### src/rtl/pixel_stream_reader_pkg.sv
// Shared definitions for the frame-buffer stream reader:
// FSM state encoding and the packed pixel width helper.
package pixel_stream_reader_pkg;

  typedef enum logic [1:0] {
    ST_IDLE  = 2'd0,
    ST_RUN   = 2'd1,
    ST_FLUSH = 2'd2,
    ST_DONE  = 2'd3
  } rd_state_t;

  function automatic int pix_width(
    input int iw,
    input int ch
  );
    return iw * ch;
  endfunction

endpackage

### src/rtl/stream_skid_buffer.sv
// Two-entry skid buffer carrying data+last, head presented combinationally.
// Ports: push/push_data/push_last in, pop in, head_* out, occ (0..2) out.
module stream_skid_buffer #(
  parameter int W = 24
) (
  input  logic         clk,
  input  logic         reset,
  input  logic         push,
  input  logic [W-1:0] push_data,
  input  logic         push_last,
  input  logic         pop,
  output logic [W-1:0] head_data,
  output logic         head_last,
  output logic         head_valid,
  output logic [1:0]   occ
);

  logic [W-1:0] d0, d1;
  logic         l0, l1;
  logic [1:0]   cnt;
  logic         pop_ok, push_ok;

  assign pop_ok  = pop && (cnt != 2'd0);
  assign push_ok = push && ((cnt != 2'd2) || pop_ok);

  always_ff @(posedge clk) begin
    if (reset) begin
      cnt <= 2'd0;
      d0  <= '0;
      d1  <= '0;
      l0  <= 1'b0;
      l1  <= 1'b0;
    end else begin
      unique case ({push_ok, pop_ok})
        2'b10: begin
          if (cnt == 2'd0) begin
            d0 <= push_data;
            l0 <= push_last;
          end else begin
            d1 <= push_data;
            l1 <= push_last;
          end
          cnt <= cnt + 2'd1;
        end
        2'b01: begin
          d0  <= d1;
          l0  <= l1;
          cnt <= cnt - 2'd1;
        end
        2'b11: begin
          // Occupancy unchanged; new entry lands behind the survivor.
          if (cnt == 2'd1) begin
            d0 <= push_data;
            l0 <= push_last;
          end else begin
            d0 <= d1;
            l0 <= l1;
            d1 <= push_data;
            l1 <= push_last;
          end
        end
        default: ;
      endcase
    end
  end

  assign head_data  = d0;
  assign head_last  = l0;
  assign head_valid = (cnt != 2'd0);
  assign occ        = cnt;

endmodule

### src/rtl/pixel_stream_reader.sv
// Walks a sync-read pixel RAM and streams pixels over valid/ready.
// Ports: start/busy/done control, mem_* RAM read, output_* stream;
// stall_count exists only when STREAM_STATS_EN is defined.
module pixel_stream_reader
  import pixel_stream_reader_pkg::*;
#(
  parameter int I_WIDTH      = 8,
  parameter int CHANNELS     = 3,
  parameter int TOTAL_PIXELS = 2048,
  parameter int ADDR_WIDTH   = 11
) (
  input  logic                                   clk,
  input  logic                                   reset,
  input  logic                                   start,
  output logic                                   busy,
  output logic                                   done,
  output logic                                   mem_rd_en,
  output logic [ADDR_WIDTH-1:0]                  mem_addr,
  input  logic [pix_width(I_WIDTH,CHANNELS)-1:0] mem_rd_data,
  output logic [pix_width(I_WIDTH,CHANNELS)-1:0] output_data,
  output logic                                   output_valid,
  input  logic                                   output_ready,
  output logic                                   output_last
`ifdef STREAM_STATS_EN
  ,
  output logic [31:0]                            stall_count
`endif
);

  localparam int PW = pix_width(I_WIDTH, CHANNELS);
  localparam logic [ADDR_WIDTH-1:0] LAST_ADDR =
    ADDR_WIDTH'(TOTAL_PIXELS - 1);

  rd_state_t             state, state_nx;
  logic [ADDR_WIDTH-1:0] rd_addr;
  logic                  inflight, inflight_last;
  logic                  issue_last, pop, head_last;
  logic [1:0]            occ;

  assign pop        = output_valid && output_ready;
  assign issue_last = (rd_addr == LAST_ADDR);
  assign mem_addr   = rd_addr;
  assign busy       = (state != ST_IDLE);
  assign done       = (state == ST_DONE);

  always_comb begin
    state_nx  = state;
    mem_rd_en = 1'b0;
    unique case (state)
      ST_IDLE: begin
        if (start) state_nx = ST_RUN;
      end
      ST_RUN: begin
        // occ + inflight - pop < 2, kept unsigned
        mem_rd_en = ({1'b0, occ} + {2'b00, inflight})
                  < (3'd2 + {2'b00, pop});
        if (mem_rd_en && issue_last) state_nx = ST_FLUSH;
      end
      ST_FLUSH: begin
        if (pop && output_last) state_nx = ST_DONE;
      end
      ST_DONE: begin
        state_nx = ST_IDLE;
      end
      default: state_nx = ST_IDLE;
    endcase
  end

  always_ff @(posedge clk) begin
    if (reset) begin
      state         <= ST_IDLE;
      rd_addr       <= '0;
      inflight      <= 1'b0;
      inflight_last <= 1'b0;
    end else begin
      state         <= state_nx;
      inflight      <= mem_rd_en;
      inflight_last <= mem_rd_en && issue_last;
      if (state == ST_IDLE && start) rd_addr <= '0;
      else if (mem_rd_en)            rd_addr <= rd_addr + 1'b1;
    end
  end

  // The final pixel is tagged at issue time and rides the buffer.
  stream_skid_buffer #(
    .W (PW)
  ) u_skid (
    .clk        (clk),
    .reset      (reset),
    .push       (inflight),
    .push_data  (mem_rd_data),
    .push_last  (inflight_last),
    .pop        (pop),
    .head_data  (output_data),
    .head_last  (head_last),
    .head_valid (output_valid),
    .occ        (occ)
  );

  assign output_last = output_valid && head_last;

`ifdef STREAM_STATS_EN
  always_ff @(posedge clk) begin
    if (reset || (state == ST_IDLE && start)) begin
      stall_count <= '0;
    end else if (output_valid && !output_ready
                 && (stall_count != '1)) begin
      stall_count <= stall_count + 1'b1;
    end
  end
`endif

endmodule

### config.mk
export PLATFORM = sky130hd
export DESIGN_NAME = pixel_stream_reader
export DESIGN_NICKNAME = d
export VERILOG_FILES = /design/src/rtl/pixel_stream_reader_pkg.sv /design/src/rtl/stream_skid_buffer.sv /design/src/rtl/pixel_stream_reader.sv
export SDC_FILE = /design/constraint.sdc
export NUM_CORES = 1
export LEC_CHECK = 0
export ABC_AREA = 1
export CAP_MARGIN = 5
export CORE_ASPECT_RATIO = 1.25
export CORE_MARGIN = 5
export CORE_UTILIZATION = 54
export DETAILED_ROUTE_END_ITERATION = 8
export PLACE_DENSITY = 0.87
export SLEW_MARGIN = 10
export SYNTH_ARGS = -nofsm -noshare
export SYNTH_HDL_FRONTEND = slang
export SYNTH_SLANG_ARGS = --single-unit
### constraint.sdc
create_clock -name clk -period 5.7 [get_ports clk]
set_input_delay 1.71 -clock clk [delete_from_list [all_inputs] [get_ports clk]]
set_output_delay 1.71 -clock clk [all_outputs]
set_load 0.005 [all_outputs]
# Word-level counts from Yosys, hierarchy flattened
# Index checks and enable logic that the tools add are counted.
# Widths: inputs -> output; s select.
# totals
register_bits,67
wordCells,68
in_bits,28
# op_classes
mux,18
n_reduce_logical,20
eq_ne,15
n_lt_le_gt_ge,1
addsub,5
# ops
cell,n
$mux 24,4
$pmux 24 s3,1
$pmux 24 s2,1
$ne 2x2->1 const B,6
$add 11x1->11 const B,1
$eq 11x11->1 const B,1
$eq 2x2->1 const B,4
$logic_and 1x1->1,8
$pmux 2 s4,1
$reduce_bool 2->1,4
$eq 2x1->1 const B,3
$mux 2,3
$reduce_and 3->1,2
$mux 1,5
$logic_not 2->1,2
$pmux 2 s2,1
$add 2x1->3,1
$add 2x1->3 const A,1
$lt 3x3->1,1
$pmux 1 s3,1
$reduce_bool 3->1,1
$add 2x1->2 const B,1
$ne 2x1->1 const B,1
$pmux 1 s2,1
4 further kinds,4

# Logic depth before layout (Yosys ltp)
# logic_depth
word_depth,8
mapped_depth,12
ltp_nobuf,11

# Cells and area by module
# A second synthesis with hierarchy kept.
# hier_totals
cells_unflattened,551
area_unflattened_um2,3618.5
# modules_own_cells
mod,n_inst,cells_per_inst,area_per_inst_um2,seq_area_each_um2
stream_skid_buffer,1,414,2686.3,1041.0
pixel_stream_reader,1,137,932.1,300.3

# Least setup slack after synthesis
# Ideal clock, no wire load.
# synth_timing
path_type,input port to output port
startpoint,input port output_ready
endpoint,output port mem_rd_en
path_buffers,1
slack_ps,1748
required_time_ps,3990
t_arrival_ps,2242
cell_stages,5
cell_sequence,nand3_1 -> a21oi_1 -> nand2_1 -> inv_1 -> buf_2
# synth_via
elab_chain_cells,4
# synth_rtl
element,line,rtl
"start, declared",pixel_stream_reader.sv:22,"input logic output_ready,"
$logic_and 1x1->1,pixel_stream_reader.sv:40,assign pop = output_valid && output_ready;
$add 2x1->3,pixel_stream_reader.sv:56,"< (3'd2 + {2'b00, pop});"
$lt 3x3->1,pixel_stream_reader.sv:56,
$mux 1,pixel_stream_reader.sv:49,unique case (state)
"end, declared",pixel_stream_reader.sv:17,"output logic mem_rd_en,"
# Every way passes these cells.

# Worst setup path in the final report
# Same ends and word-level chain as after synthesis.

==> impl_metrics.xml <==
<?xml version="1.0" encoding="UTF-8"?>
<metrics>
  <group name="logic_synthesis">
    <metric name="mappedNetlistNets" unit="">417</metric>
    <metric name="netlist-cell-type-count" unit="">26</metric>
    <metric name="syn_avg_cell_area" unit="um^2">7.967</metric>
    <metric name="synthDominantCellAreaShare" unit="%">44.54</metric>
    <metric name="number_of_synthesized_flops_with_an_enable_pin" unit="">0</metric>
    <metric name="synth_area_leader_cell" unit="">sky130_fd_sc_hd__dfxtp_1</metric>
    <metric name="sequential_element_share_of_the_synthesized_area" unit="%">44.54</metric>
    <metric name="ys_top_cells_by_area" unit="">sky130_fd_sc_hd__dfxtp_1 (45%), sky130_fd_sc_hd__nor2_1 (8.4%), sky130_fd_sc_hd__mux2i_1 (8.3%), sky130_fd_sc_hd__a21oi_1 (6.8%), sky130_fd_sc_hd__o21ai_0 (6.8%)</metric>
    <metric name="postSynthRegisterBits" unit="">67</metric>
    <metric name="synth.yosys.warnings" unit="">0</metric>
    <metric name="async_flop_share" unit="%">0</metric>
    <metric name="postSynth.topFlopCell" unit="">sky130_fd_sc_hd__dfxtp_1</metric>
    <metric name="syn-instance-count" unit="">378</metric>
    <metric name="syn_area" unit="um^2">3012</metric>
  </group>
  <group name="sta">
    <metric name="grt_setup_unrepaired" unit="">no</metric>
    <metric name="final_cycle_utilization_of_the_critical_path" unit="%">90.27</metric>
    <metric name="setup-violations-final" unit="">0</metric>
    <metric name="finalHoldViolCount" unit="">0</metric>
    <metric name="layout_min_cycle_time" unit="ps">5146</metric>
    <metric name="postLayoutSetupSlackWorst" unit="ps">554.5</metric>
    <metric name="timing_worst_slew_pin_value" unit="ps">1189</metric>
    <metric name="total_negative_setup_slack" unit="ps">0</metric>
    <metric name="slew_violations" unit="">0</metric>
    <metric name="rel_slew_slack" unit="%">20.67</metric>
    <metric name="clock_skew" unit="ps">8.404</metric>
    <metric name="max_freq" unit="GHz">0.1943</metric>
  </group>
  <group name="place">
    <metric name="port_buffers" unit="">67</metric>
    <metric name="post-place-cells" unit="">493</metric>
    <metric name="dp_worst_setup_slack" unit="ps">558.8</metric>
    <metric name="detailed_place_hpwl" unit="um">4561</metric>
    <metric name="gp_congestion" unit="">0.8226</metric>
  </group>
  <group name="final_layout">
    <metric name="share_of_cells_above_drive_strength_1" unit="%">5.843</metric>
    <metric name="finish.net_count" unit="">479</metric>
    <metric name="final_cells" unit="">509</metric>
    <metric name="layout.cells.most_common_list" unit="">sky130_fd_sc_hd__nor2_1 (67), sky130_fd_sc_hd__dfxtp_1 (67), sky130_fd_sc_hd__clkdlybuf4s50_1 (67)</metric>
    <metric name="syn_to_final_growth" unit="%">28.54</metric>
    <metric name="diodes" unit="">0</metric>
  </group>
  <group name="detailed_routing">
    <metric name="drcViolationCount" unit="">0</metric>
    <metric name="postRouteWirelength" unit="um">6821</metric>
    <metric name="drt_pre_antenna_iters" unit="">4</metric>
    <metric name="route.detailed.vias_per_inst" unit="">5.320</metric>
    <metric name="via_count" unit="">2708</metric>
    <metric name="avgRoutedWirePerCell" unit="um">13.40</metric>
    <metric name="postRouteAntennaNets" unit="">0</metric>
    <metric name="drtIter0Drc" unit="">189</metric>
  </group>
  <group name="clock_network">
    <metric name="cts.htree.levels" unit="">3</metric>
    <metric name="cts_repair_resize_count" unit="">0</metric>
    <metric name="clkTransAtPathRegs" unit="ps">70</metric>
    <metric name="tritoncts" unit="">done</metric>
    <metric name="clkLatencyLatePin" unit="ps">340</metric>
    <metric name="cts_hold_buf" unit="">0</metric>
    <metric name="cts.repair_timing.setup_buffer_count" unit="">0</metric>
    <metric name="root_buffer" unit="">sky130_fd_sc_hd__clkbuf_8</metric>
    <metric name="cts_made_buffers" unit="">9</metric>
    <metric name="cts_buffer_depth" unit="">2</metric>
    <metric name="clkSinkCount" unit="">67</metric>
  </group>
  <group name="worst_setup_path">
    <metric name="cp.arrival" unit="ps">3440</metric>
    <metric name="worstPathRequired" unit="ps">3990</metric>
    <metric name="worstPathMaxFanout" unit="">12</metric>
    <metric name="timing.critical_path.from_type" unit="">input pin</metric>
    <metric name="cp-end-kind" unit="">output port</metric>
    <metric name="r2r_slack" unit="ps">3270</metric>
    <metric name="worst-setup-path-type" unit="">input pin to output port</metric>
  </group>
  <group name="job">
    <metric name="maxCapViolCount" unit="">0</metric>
  </group>
  <group name="global_routing">
    <metric name="remaining_global_route_overflow" unit="">0</metric>
    <metric name="number_of_global_route_vias_before_repair" unit="">2583</metric>
    <metric name="grt_start_max_net_pins" unit="">51</metric>
    <metric name="gr-usage-all-layers" unit="%">19.79</metric>
    <metric name="grt_antenna_before_repair" unit="">0</metric>
    <metric name="grt_pass1_wl" unit="um">11770</metric>
  </group>
  <group name="die">
    <metric name="fp-row-count" unit="">30</metric>
    <metric name="die_w" unit="um">76.80</metric>
    <metric name="die_height" unit="um">93.50</metric>
    <metric name="initial_core_util" unit="%">55.33</metric>
    <metric name="die_area" unit="um^2">7180</metric>
    <metric name="design.core.area" unit="um^2">5443</metric>
    <metric name="io-pin-count" unit="">68</metric>
  </group>
  <group name="power_and_ir_drop">
    <metric name="vdd_ir_drop_max" unit="mV">0.2380</metric>
    <metric name="power.density" unit="nW/um^2">431.7</metric>
    <metric name="cellLeakagePower" unit="uW">0.001621</metric>
    <metric name="report.power.total" unit="uW">1671</metric>
  </group>
  <group name="hold_path">
    <metric name="hp-class" unit="">flip-flop to flip-flop</metric>
  </group>
  <group name="run_status">
    <metric name="status" unit="">finished clean</metric>
  </group>
</metrics>
[worst max-delay path, stage by stage]
cell                              delay [ps]
sky130_fd_sc_hd__clkdlybuf4s50_1         530
sky130_fd_sc_hd__nand3_1                  90
sky130_fd_sc_hd__a21oi_1                 160
sky130_fd_sc_hd__nand2_1                 290
sky130_fd_sc_hd__inv_1                   150
sky130_fd_sc_hd__clkdlybuf4s50_1         510
[synthesized netlist by cell type, drive strengths merged (3+ instances only)]
cell type and count:
a21oi 41, buf 11, clkbuf 7, dfxtp 67, ha 11, inv 22
mux2i 25, nand2 53, nand3 8, nand4 3, nor2 67, o21ai 51
xor2 4
[routing by layer]
metal / part of all wire [%] / wire (um) / vias to the layer above / GRT usage (%)
li1: - / - / 1373 / -
met1: 42 / 2880 / 1251 / 22.70
met2: 50 / 3402 / 73 / 34.35
met3: 6.0 / 411 / 11 / 5.588
met4: 1.8 / 126 / 0 / 8.017
met5: 0 / 0 / - / 0
[where the power goes]
group	switching, uW	internal [uW]	total (uW)
Sequential	65.0	579	644
Combinational	341	303	644
Clock	172	212	383
Total	577	1090	1670
[stage by stage]
stage               instance area [um^2]  hold WS, ps  utilization [%]
global placement                    3677        462.6            67.56
floorplan                           3012        453.4                -
finish                              3871        484.6            71.13
global route                        3871        505.0            71.13
detailed placement                  3677        472.2            67.56
CTS                                 3871        489.3            71.13
[layout make-up]
| class | instances | area (um^2) |
|---|---|---|
| Clock buffer | 11 | 141.4 |
| Tap cell | 64 | 80.08 |
| Inverter | 23 | 88.84 |
| Clock inverter | 5 | 52.55 |
| Fill cell | 432 | 1572 |
| Sequential cell | 67 | 1341 |
| Timing Repair Buffer | 69 | 685.7 |
| Multi-Input combinational cell | 270 | 1481 |
[state kept, by name, summed over array words and instances, names as in the netlist]
register / flops
inflight: 1
inflight_last: 1
mem_addr: 11
state: 2
u_skid.d1: 24
u_skid.head_data: 24
u_skid.head_last: 1
u_skid.l1: 1
u_skid.occ: 2
[cell families (layout without fill, tap and decap cells)]
family                   count (synthesis)  count (layout)  share of synthesized area (%)
AND/OR/NAND/NOR                        133             133                          17.74
buffers and inverters                   41             108                          6.647
multiplexers                            25              25                          8.309
XOR/XNOR                                 6               6                          1.745
adder cells (fa/ha/maj)                 11              11                          4.570
AO/OA/AOI/OAI                           95              95                          16.45
flip-flops                              67              67                          44.54
[worst paths after layout]
kind	to	startpoint	cells past startpoint
setup / recovery	mem_rd_en	output_ready	6
hold / removal	u_skid.d1[23]$_SDFFE_PP0P_	u_skid.d1[23]$_SDFFE_PP0P_	2
setup reg to reg	u_skid.d1[20]$_SDFFE_PP0P_	u_skid.occ[0]$_SDFFE_PP0P_	10
hold reg to reg	u_skid.d1[23]$_SDFFE_PP0P_	u_skid.d1[23]$_SDFFE_PP0P_	2
No activity file was read; power rests on OpenSTA's default activity.
